==> config.mk <==
export PLATFORM = sky130hd
export DESIGN_NAME = f2f_lane_deskew_framer_flat
export DESIGN_NICKNAME = d
export VERILOG_FILES = /design/src/rtl/f2f_rx_pkg.sv /design/src/rtl/f2f_lane_deskew_framer_if.sv /design/src/rtl/f2f_lane_fifo.sv /design/src/rtl/f2f_lane_deskew_framer.sv /design/src/flat_wrapper.sv
export SDC_FILE = /design/constraint.sdc
export NUM_CORES = 1
export LEC_CHECK = 0
export BUFFER_PORTS_ARGS = -buffer_cell sky130_fd_sc_hd__buf_2
export CAP_MARGIN = 25
export CORE_UTILIZATION = 61
export DETAILED_ROUTE_END_ITERATION = 12
export GPL_ROUTABILITY_DRIVEN = 1
export PLACE_DENSITY = 0.79
export SKIP_CTS_REPAIR_TIMING = 1
export SLEW_MARGIN = 20
export SYNTH_ARGS = -nofsm -noshare
export SYNTH_HDL_FRONTEND = slang
export SYNTH_SLANG_ARGS = --single-unit
==> constraint.sdc <==
create_clock -name clk -period 7.5 [get_ports clk]
set_clock_uncertainty 0.2 [all_clocks]
set_input_delay 0.75 -clock clk [delete_from_list [all_inputs] [get_ports clk]]
set_output_delay 0.75 -clock clk [all_outputs]
set_load 0.02 [all_outputs]
==> src/rtl/f2f_rx_pkg.sv <==
// rtl/f2f_rx_pkg.sv - shared constants and types for the F2F receive lane framer
//
// Purpose: lane count, per-lane sync marker, lane byte type and framer state type.
// Ports: none (package).
package f2f_rx_pkg;

    localparam int         LANES     = 5;
    localparam logic [7:0] SYNC_BYTE = 8'hA5;

    typedef logic [7:0] lane_byte_t;

    typedef enum logic {
        HUNT   = 1'b0,
        LOCKED = 1'b1
    } state_t;

endpackage

==> src/rtl/f2f_lane_deskew_framer_if.sv <==
// rtl/f2f_lane_deskew_framer_if.sv - lane input, aligned word output and status bundle
//
// Purpose: groups the deserializer-side lane bytes/strobes, the aligned word
//          valid/ready stream and the lock/error status into one port.
// Ports (master = framer side):
//   data_i/st_flag      lane bytes and byte strobes into the framer
//   word_o/word_valid   aligned word out, word_ready back from the consumer
//   locked/err_ovf/lock_loss_cnt  status out
interface f2f_lane_deskew_framer_if;
    import f2f_rx_pkg::*;

    logic [LANES*8-1:0] data_i;
    logic [LANES-1:0]   st_flag;
    logic [LANES*8-1:0] word_o;
    logic               word_valid;
    logic               word_ready;
    logic               locked;
    logic               err_ovf;
    logic [7:0]         lock_loss_cnt;

    modport master (
        input  data_i, st_flag, word_ready,
        output word_o, word_valid, locked, err_ovf, lock_loss_cnt
    );

    modport slave (
        output data_i, st_flag, word_ready,
        input  word_o, word_valid, locked, err_ovf, lock_loss_cnt
    );

endinterface

==> src/rtl/f2f_lane_fifo.sv <==
// rtl/f2f_lane_fifo.sv - per-lane synchronous deskew FIFO
//
// Purpose: small show-ahead FIFO absorbing inter-lane skew for one lane.
// Ports:
//   clk, rst_n         clock, asynchronous active-low reset
//   i_push, i_data     write strobe and byte
//   i_pop              read strobe (o_data is the head entry)
//   i_flush            drop all entries (wins over push/pop)
//   o_full, o_empty    occupancy flags
// A push while full is accepted only when the same cycle also pops.
module f2f_lane_fifo
    import f2f_rx_pkg::*;
#(
    parameter int DEPTH = 4
) (
    input  logic       clk,
    input  logic       rst_n,
    input  logic       i_push,
    input  logic       i_pop,
    input  logic       i_flush,
    input  lane_byte_t i_data,
    output lane_byte_t o_data,
    output logic       o_full,
    output logic       o_empty
);

    localparam int            AW      = $clog2(DEPTH);
    localparam logic [AW:0]   DEPTH_C = (AW+1)'(DEPTH);

    lane_byte_t        r_mem [DEPTH];
    logic [AW-1:0]     r_wr_ptr;
    logic [AW-1:0]     r_rd_ptr;
    logic [AW:0]       r_count;
    logic              w_rd_en;
    logic              w_wr_en;

    assign o_full  = (r_count == DEPTH_C);
    assign o_empty = (r_count == '0);
    assign o_data  = r_mem[r_rd_ptr];

    assign w_rd_en = i_pop & ~o_empty;
    // Full-and-popped frees the head slot in the same cycle, so the write may proceed.
    assign w_wr_en = i_push & (~o_full | w_rd_en);

    always_ff @(posedge clk) begin
        if (w_wr_en && !i_flush) begin
            r_mem[r_wr_ptr] <= i_data;
        end
    end

    always_ff @(posedge clk or negedge rst_n) begin
        if (!rst_n) begin
            r_wr_ptr <= '0;
            r_rd_ptr <= '0;
            r_count  <= '0;
        end else if (i_flush) begin
            r_wr_ptr <= '0;
            r_rd_ptr <= '0;
            r_count  <= '0;
        end else begin
            if (w_wr_en) r_wr_ptr <= r_wr_ptr + 1'b1;
            if (w_rd_en) r_rd_ptr <= r_rd_ptr + 1'b1;
            case ({w_wr_en, w_rd_en})
                2'b10:   r_count <= r_count + 1'b1;
                2'b01:   r_count <= r_count - 1'b1;
                default: r_count <= r_count;
            endcase
        end
    end

endmodule

==> src/rtl/f2f_lane_deskew_framer.sv <==
// rtl/f2f_lane_deskew_framer.sv - per-lane sync hunt, deskew and 40-bit word framer
//
// Purpose: hunts for SYNC_BYTE on every lane, buffers post-sync bytes in per-lane
//          FIFOs and emits one lane-aligned word per beat on a valid/ready stream.
// Ports:
//   clk     single clock shared with the deserializers
//   reset   asynchronous active-low reset
//   bus     f2f_lane_deskew_framer_if.master (lane inputs, word stream, status)
module f2f_lane_deskew_framer
    import f2f_rx_pkg::*;
#(
    parameter int FIFO_DEPTH = 4,
    parameter int MAX_SKEW   = 8
) (
    input  logic                      clk,
    input  logic                      reset,
    f2f_lane_deskew_framer_if.master  bus
);

    localparam int            SW       = $clog2(MAX_SKEW + 1);
    localparam logic [SW-1:0] SKEW_LIM = SW'(MAX_SKEW);

    state_t             r_state;
    logic [LANES-1:0]   r_seen;
    logic [SW-1:0]      r_skew;
    logic [LANES*8-1:0] r_word;
    logic               r_word_valid;
    logic               r_err_ovf;
    logic [7:0]         r_lock_loss_cnt;

    logic               w_locked;
    logic [LANES-1:0]   w_sync_hit;
    logic [LANES-1:0]   w_push;
    logic [LANES-1:0]   w_full;
    logic [LANES-1:0]   w_empty;
    logic [LANES-1:0]   w_ovf_lane;
    logic [LANES-1:0]   w_seen_nxt;
    logic [LANES*8-1:0] w_fifo_cat;
    logic               w_pop;
    logic               w_ovf;
    logic               w_partial;
    logic               w_timeout;
    logic               w_go_lock;
    logic               w_flush;

    assign w_locked = (r_state == LOCKED);

    for (genvar n = 0; n < LANES; n++) begin : g_lane
        lane_byte_t w_byte;
        lane_byte_t w_head;

        assign w_byte        = bus.data_i[8*n +: 8];
        // In HUNT the marker is consumed, never stored; once LOCKED every byte is data.
        assign w_sync_hit[n] = bus.st_flag[n] & ~r_seen[n] & ~w_locked & (w_byte == SYNC_BYTE);
        assign w_push[n]     = bus.st_flag[n] & (w_locked | r_seen[n]);
        assign w_ovf_lane[n] = w_push[n] & w_full[n] & ~w_pop;
        assign w_fifo_cat[8*n +: 8] = w_head;

        f2f_lane_fifo #(.DEPTH(FIFO_DEPTH)) u_fifo (
            .clk     (clk),
            .rst_n   (reset),
            .i_push  (w_push[n]),
            .i_pop   (w_pop),
            .i_flush (w_flush),
            .i_data  (w_byte),
            .o_data  (w_head),
            .o_full  (w_full[n]),
            .o_empty (w_empty[n])
        );
    end

    assign w_pop      = w_locked & ~|w_empty & (~r_word_valid | bus.word_ready);
    assign w_ovf      = |w_ovf_lane;
    assign w_seen_nxt = r_seen | w_sync_hit;
    assign w_partial  = (r_seen != '0) & ~&r_seen;
    // Last lane arriving on the very cycle the counter hits the limit still times out.
    assign w_timeout  = ~w_locked & w_partial & (r_skew == SKEW_LIM);
    assign w_go_lock  = ~w_locked & (&w_seen_nxt) & ~w_timeout & ~w_ovf;
    assign w_flush    = w_ovf | w_timeout;

    always_ff @(posedge clk or negedge reset) begin
        if (!reset) begin
            r_state <= HUNT;
            r_seen  <= '0;
            r_skew  <= '0;
        end else if (w_ovf) begin
            r_state <= HUNT;
            r_seen  <= '0;
            r_skew  <= '0;
        end else if (!w_locked) begin
            if (w_timeout) begin
                r_seen <= '0;
                r_skew <= '0;
            end else begin
                r_seen <= w_seen_nxt;
                if (w_go_lock) begin
                    r_state <= LOCKED;
                    r_skew  <= '0;
                end else if (w_partial) begin
                    r_skew <= r_skew + 1'b1;
                end
            end
        end
    end

    always_ff @(posedge clk or negedge reset) begin
        if (!reset) begin
            r_word       <= '0;
            r_word_valid <= 1'b0;
        end else if (w_ovf) begin
            r_word_valid <= 1'b0;
        end else if (w_pop) begin
            r_word       <= w_fifo_cat;
            r_word_valid <= 1'b1;
        end else if (r_word_valid && bus.word_ready) begin
            r_word_valid <= 1'b0;
        end
    end

    always_ff @(posedge clk or negedge reset) begin
        if (!reset) begin
            r_err_ovf       <= 1'b0;
            r_lock_loss_cnt <= '0;
        end else begin
            r_err_ovf <= w_ovf;
            if (w_ovf && r_lock_loss_cnt != 8'hFF) begin
                r_lock_loss_cnt <= r_lock_loss_cnt + 1'b1;
            end
        end
    end

    assign bus.word_o        = r_word;
    assign bus.word_valid    = r_word_valid;
    assign bus.locked        = w_locked;
    assign bus.err_ovf       = r_err_ovf;
    assign bus.lock_loss_cnt = r_lock_loss_cnt;

endmodule

==> src/flat_wrapper.sv <==
// flat-port wrapper written by rule: the top's interface ports become plain ports
module f2f_lane_deskew_framer_flat import f2f_rx_pkg::*;
#(
    parameter int FIFO_DEPTH = 4,
    parameter int MAX_SKEW   = 8
)
  (clk, reset, bus_data_i, bus_st_flag, bus_word_ready, bus_word_o, bus_word_valid, bus_locked, bus_err_ovf, bus_lock_loss_cnt);
  f2f_lane_deskew_framer_if bus_i ();
  input  logic clk;
  input  logic reset;
  input wire logic [$bits(bus_i.data_i)-1:0] bus_data_i;
  input wire logic [$bits(bus_i.st_flag)-1:0] bus_st_flag;
  input wire logic [$bits(bus_i.word_ready)-1:0] bus_word_ready;
  output wire logic [$bits(bus_i.word_o)-1:0] bus_word_o;
  output wire logic [$bits(bus_i.word_valid)-1:0] bus_word_valid;
  output wire logic [$bits(bus_i.locked)-1:0] bus_locked;
  output wire logic [$bits(bus_i.err_ovf)-1:0] bus_err_ovf;
  output wire logic [$bits(bus_i.lock_loss_cnt)-1:0] bus_lock_loss_cnt;
  assign bus_i.data_i = bus_data_i;
  assign bus_i.st_flag = bus_st_flag;
  assign bus_i.word_ready = bus_word_ready;
  assign bus_word_o = bus_i.word_o;
  assign bus_word_valid = bus_i.word_valid;
  assign bus_locked = bus_i.locked;
  assign bus_err_ovf = bus_i.err_ovf;
  assign bus_lock_loss_cnt = bus_i.lock_loss_cnt;
  f2f_lane_deskew_framer #(.FIFO_DEPTH(FIFO_DEPTH), .MAX_SKEW(MAX_SKEW)) u_core (.clk(clk), .reset(reset), .bus(bus_i));
endmodule
==> impl_results.md <==
- Initial drt markers: 380
- Synthesized area per cell: 14.8 sq um
- Largest net degree at the start of global routing: 80
- Actual slew at the worst max-slew pin: between 0.7 and 0.8 ns
- Clock tree from TritonCTS: built
- Core Rows: 47
- Synth area leader: edfxtp_1
- Antenna violation net count after detailed routing: 0
- Setup CP Type: reg2reg
- Hold Path Sink: u_core.g_lane[2].u_fifo.r_mem[3][7]$_DFFE_PP_
- Max cap viols: 0
- Initial antenna violation count: 0
- I/O pin count: between 90 and 100
- Worst skew pair latency: between 0.5 and 0.6 ns
- Core area: between 15000 and 20000 sq um
- Setup_tns: 0 ns
- First-pass GRT wire length: ~34000 microns
- Number of detailed-route iterations in the first pass: 4
- R2R Setup Slk: slightly above 4 ns
- CP max FO: 46
- CP arrival: approximately 3.4 ns
- Largest vdd supply drop: 0.000173 V
- Clk sinks: 255
- I/O Buffers: 98
- Fin. max-slew vios: 0
- Pre-CTS WS: between 4 and 5 ns
- Via count: roughly 6000
- Leakage: about 5.2 nW
- GPL Wtd Cong: roughly 0.75
- Slew margin rel.: 51.5%
- Initial Util: between 60% and 70%
- F_max: between 200 and 300 MHz
- Synth Register Bits: about 260
- Async set or reset register ratio after synthesis: 37.3%
- TritonCTS Buffers: 26
- Total GRT Usage: roughly 24%
- Final Net Count: between 800 and 900
- Share of layout cells above drive strength 1: between 20% and 30%
- Sequential fraction of the synthesis area: a little under 70%
- Max Buffers Root-to-Sink: 3
- Final Power: between 3 and 4 mW
- GRT Residual Overflow: 0
- Post-synth top cells: edfxtp_1 (160), nand2_1 (134), dfrtp_1 (95)
- Synth Flop Type: edfxtp_1
- Die area: 17900 sq um
- CP Capture Type: register
- Hold Fails Final Rpt: 0
- Die W: 134 microns
- Final count of negative-setup-slack endpoints: 0
- Mapped cell area: 10600 sq um
- RSZ-0062 raised after global routing: no
- Post-synthesis cell count: about 720
- Syn nets: slightly below 800
- Die H: between 100 and 150 microns
- Vias in the first global route: 6434
- Worst Slack Setup Final: 4.06 ns
- Placed instance count: around 1000
- Reg-to-Reg Start: u_core.bus.locked$_DFF_PN0_
- Worst setup SP type: register
- Yosys warnings: 0
- Top cells by area, synth: edfxtp_1 (45%), dfrtp_1 (22%), mux4_2 (8.5%)
- Final antenna diode count: 0
- Count leader, synth: edfxtp_1
- Min-delay src: bus_data_i[23]
- Post-synth cell types: 51
- DRC violations left: 0
- Final wirelength: around 20000 microns
- Number of synthesized flops with an enable pin: between 150 and 200
- PwrDens: ~270 nW/um^2
- Reg clk slew, reported paths: 0.06 ns
- Final period util: about 46%
- Post-DP HPWL: about 13000 microns
- Final Non-Filler Cells: roughly 1100
- Vias per cell: ~5.7
- Top-area cell type share of the netlist area: a little under half
- Critical Path RT: roughly 7.5 ns
- Layout area overhead: 15.5%
- Worst Reg-to-Reg Cells: 7
- Hold path depth: 1
- Hold Path Class: in2reg
- Final core utilization: between 70% and 80%
- Capturing point of the worst reg2reg path: u_core.g_lane[4].u_fifo.r_mem[3][0]$_DFFE_PP_
- CTS H-Tree Depth: 1
- Status: completed
- Clk root buf: clkbuf_16
- Min cycle time layout: between 3 and 4 ns
- Routed len/inst: between 15 and 20 microns
[worst max path at each step]
stage / from / endpoint / slack [ns]
6_report: u_core.bus.locked$_DFF_PN0_ / u_core.g_lane[4].u_fifo.r_mem[3][0]$_DFFE_PP_ / 4.06
5_1_grt: u_core.bus.locked$_DFF_PN0_ / u_core.g_lane[1].u_fifo.r_mem[0][3]$_DFFE_PP_ / 3.73
4_1_cts: u_core.bus.locked$_DFF_PN0_ / u_core.g_lane[1].u_fifo.r_mem[1][5]$_DFFE_PP_ / 4.04
3_5_place_dp: bus_st_flag[0] / u_core.g_lane[1].u_fifo.r_mem[0][3]$_DFFE_PP_ / 4.05
3_3_place_gp: bus_word_ready / u_core.g_lane[1].u_fifo.r_count[2]$_DFFE_PN0P_ / 4.18
2_1_floorplan: bus_word_ready / u_core.g_lane[2].u_fifo.r_count[2]$_DFFE_PN0P_ / 4.48
[registers in the layout, summed over array words and instances, names as in the netlist]
register,count
u_core.r_seen,5
u_core.g_lane.u_fifo.r_count,15
u_core.r_skew,4
u_core.g_lane.u_fifo.r_mem,160
u_core.bus.word_o,40
u_core.bus.locked,1
u_core.bus.lock_loss_cnt,8
u_core.g_lane.u_fifo.r_wr_ptr,10
u_core.g_lane.u_fifo.r_rd_ptr,10
u_core.bus.word_valid,1
u_core.bus.err_ovf,1
[cell usage in the layout, fill, tap and decap left out, types with 8 or more instances in the layout]
master / Yosys / routed
edfxtp_1: 160 / 160
nand2_1: 134 / 134
buf_2: 5 / 97
dfrtp_1: 95 / 95
nor2_1: 54 / 54
mux4_2: 40 / 40
ha_1: 27 / 27
clkbuf_16: 0 / 27
xnor2_1: 25 / 25
inv_1: 24 / 24
and2_1: 23 / 23
mux2i_1: 10 / 10
xor2_1: 10 / 10
nor3_1: 9 / 9
nor4bb_1: 9 / 9
o21ai_0: 8 / 8
[cell families after synthesis]
logic type               after synthesis  synth area share, %
AO/OA/AOI/OAI                         32                 2.42
XOR/XNOR                              35                 2.89
adder cells (fa/ha/maj)               32                 4.13
buffers and inverters                 53                 1.93
flip-flops                           255                 67.7
multiplexers                          52                 9.65
AND/OR/NAND/NOR                      256                 11.3
[layout make-up]
class | count | area, sq um
clock buffer | 31 | 711
clock inverter | 16 | 201
fill | 1028 | 4510
inverter | 26 | 97.6
multi-input combinational | 407 | 3240
sequential | 255 | 7180
tap | 220 | 275
timing repair buffer | 103 | 537
[stage by stage]
stage                     hold WS [ns]  area [sq um]
after floorplan                  0.254         10600
after global placement           0.253         11300
after detailed placement         0.257         11300
after CTS                       -0.121         12200
after global routing             0.252         12200
final                            0.255         12200
[worst max-delay path, cell delays in order, from the launching register on]
cell and delay [ns]:
dfrtp_1 0.63, o21ai_1 0.44, o22ai_1 0.20, nor4_4 0.46
o32ai_4 0.15, buf_4 0.32, nor2_1 0.25, and2_1 0.43
[layer usage]
layer	wire length (microns)	global-route usage [%]
met1	8770	33.1
met2	10400	40.4
met3	1080	4.01
met4	282	6.76
met5	0	0
[power by group]
group	leakage, nW	internal (mW)	switching, mW	total, mW
logic	1.96	0.135	0.206	0.341
registers	2.74	1.57	0.0781	1.65
clock network	0.448	0.843	0.521	1.36
(Power assumes the default switching activity.)
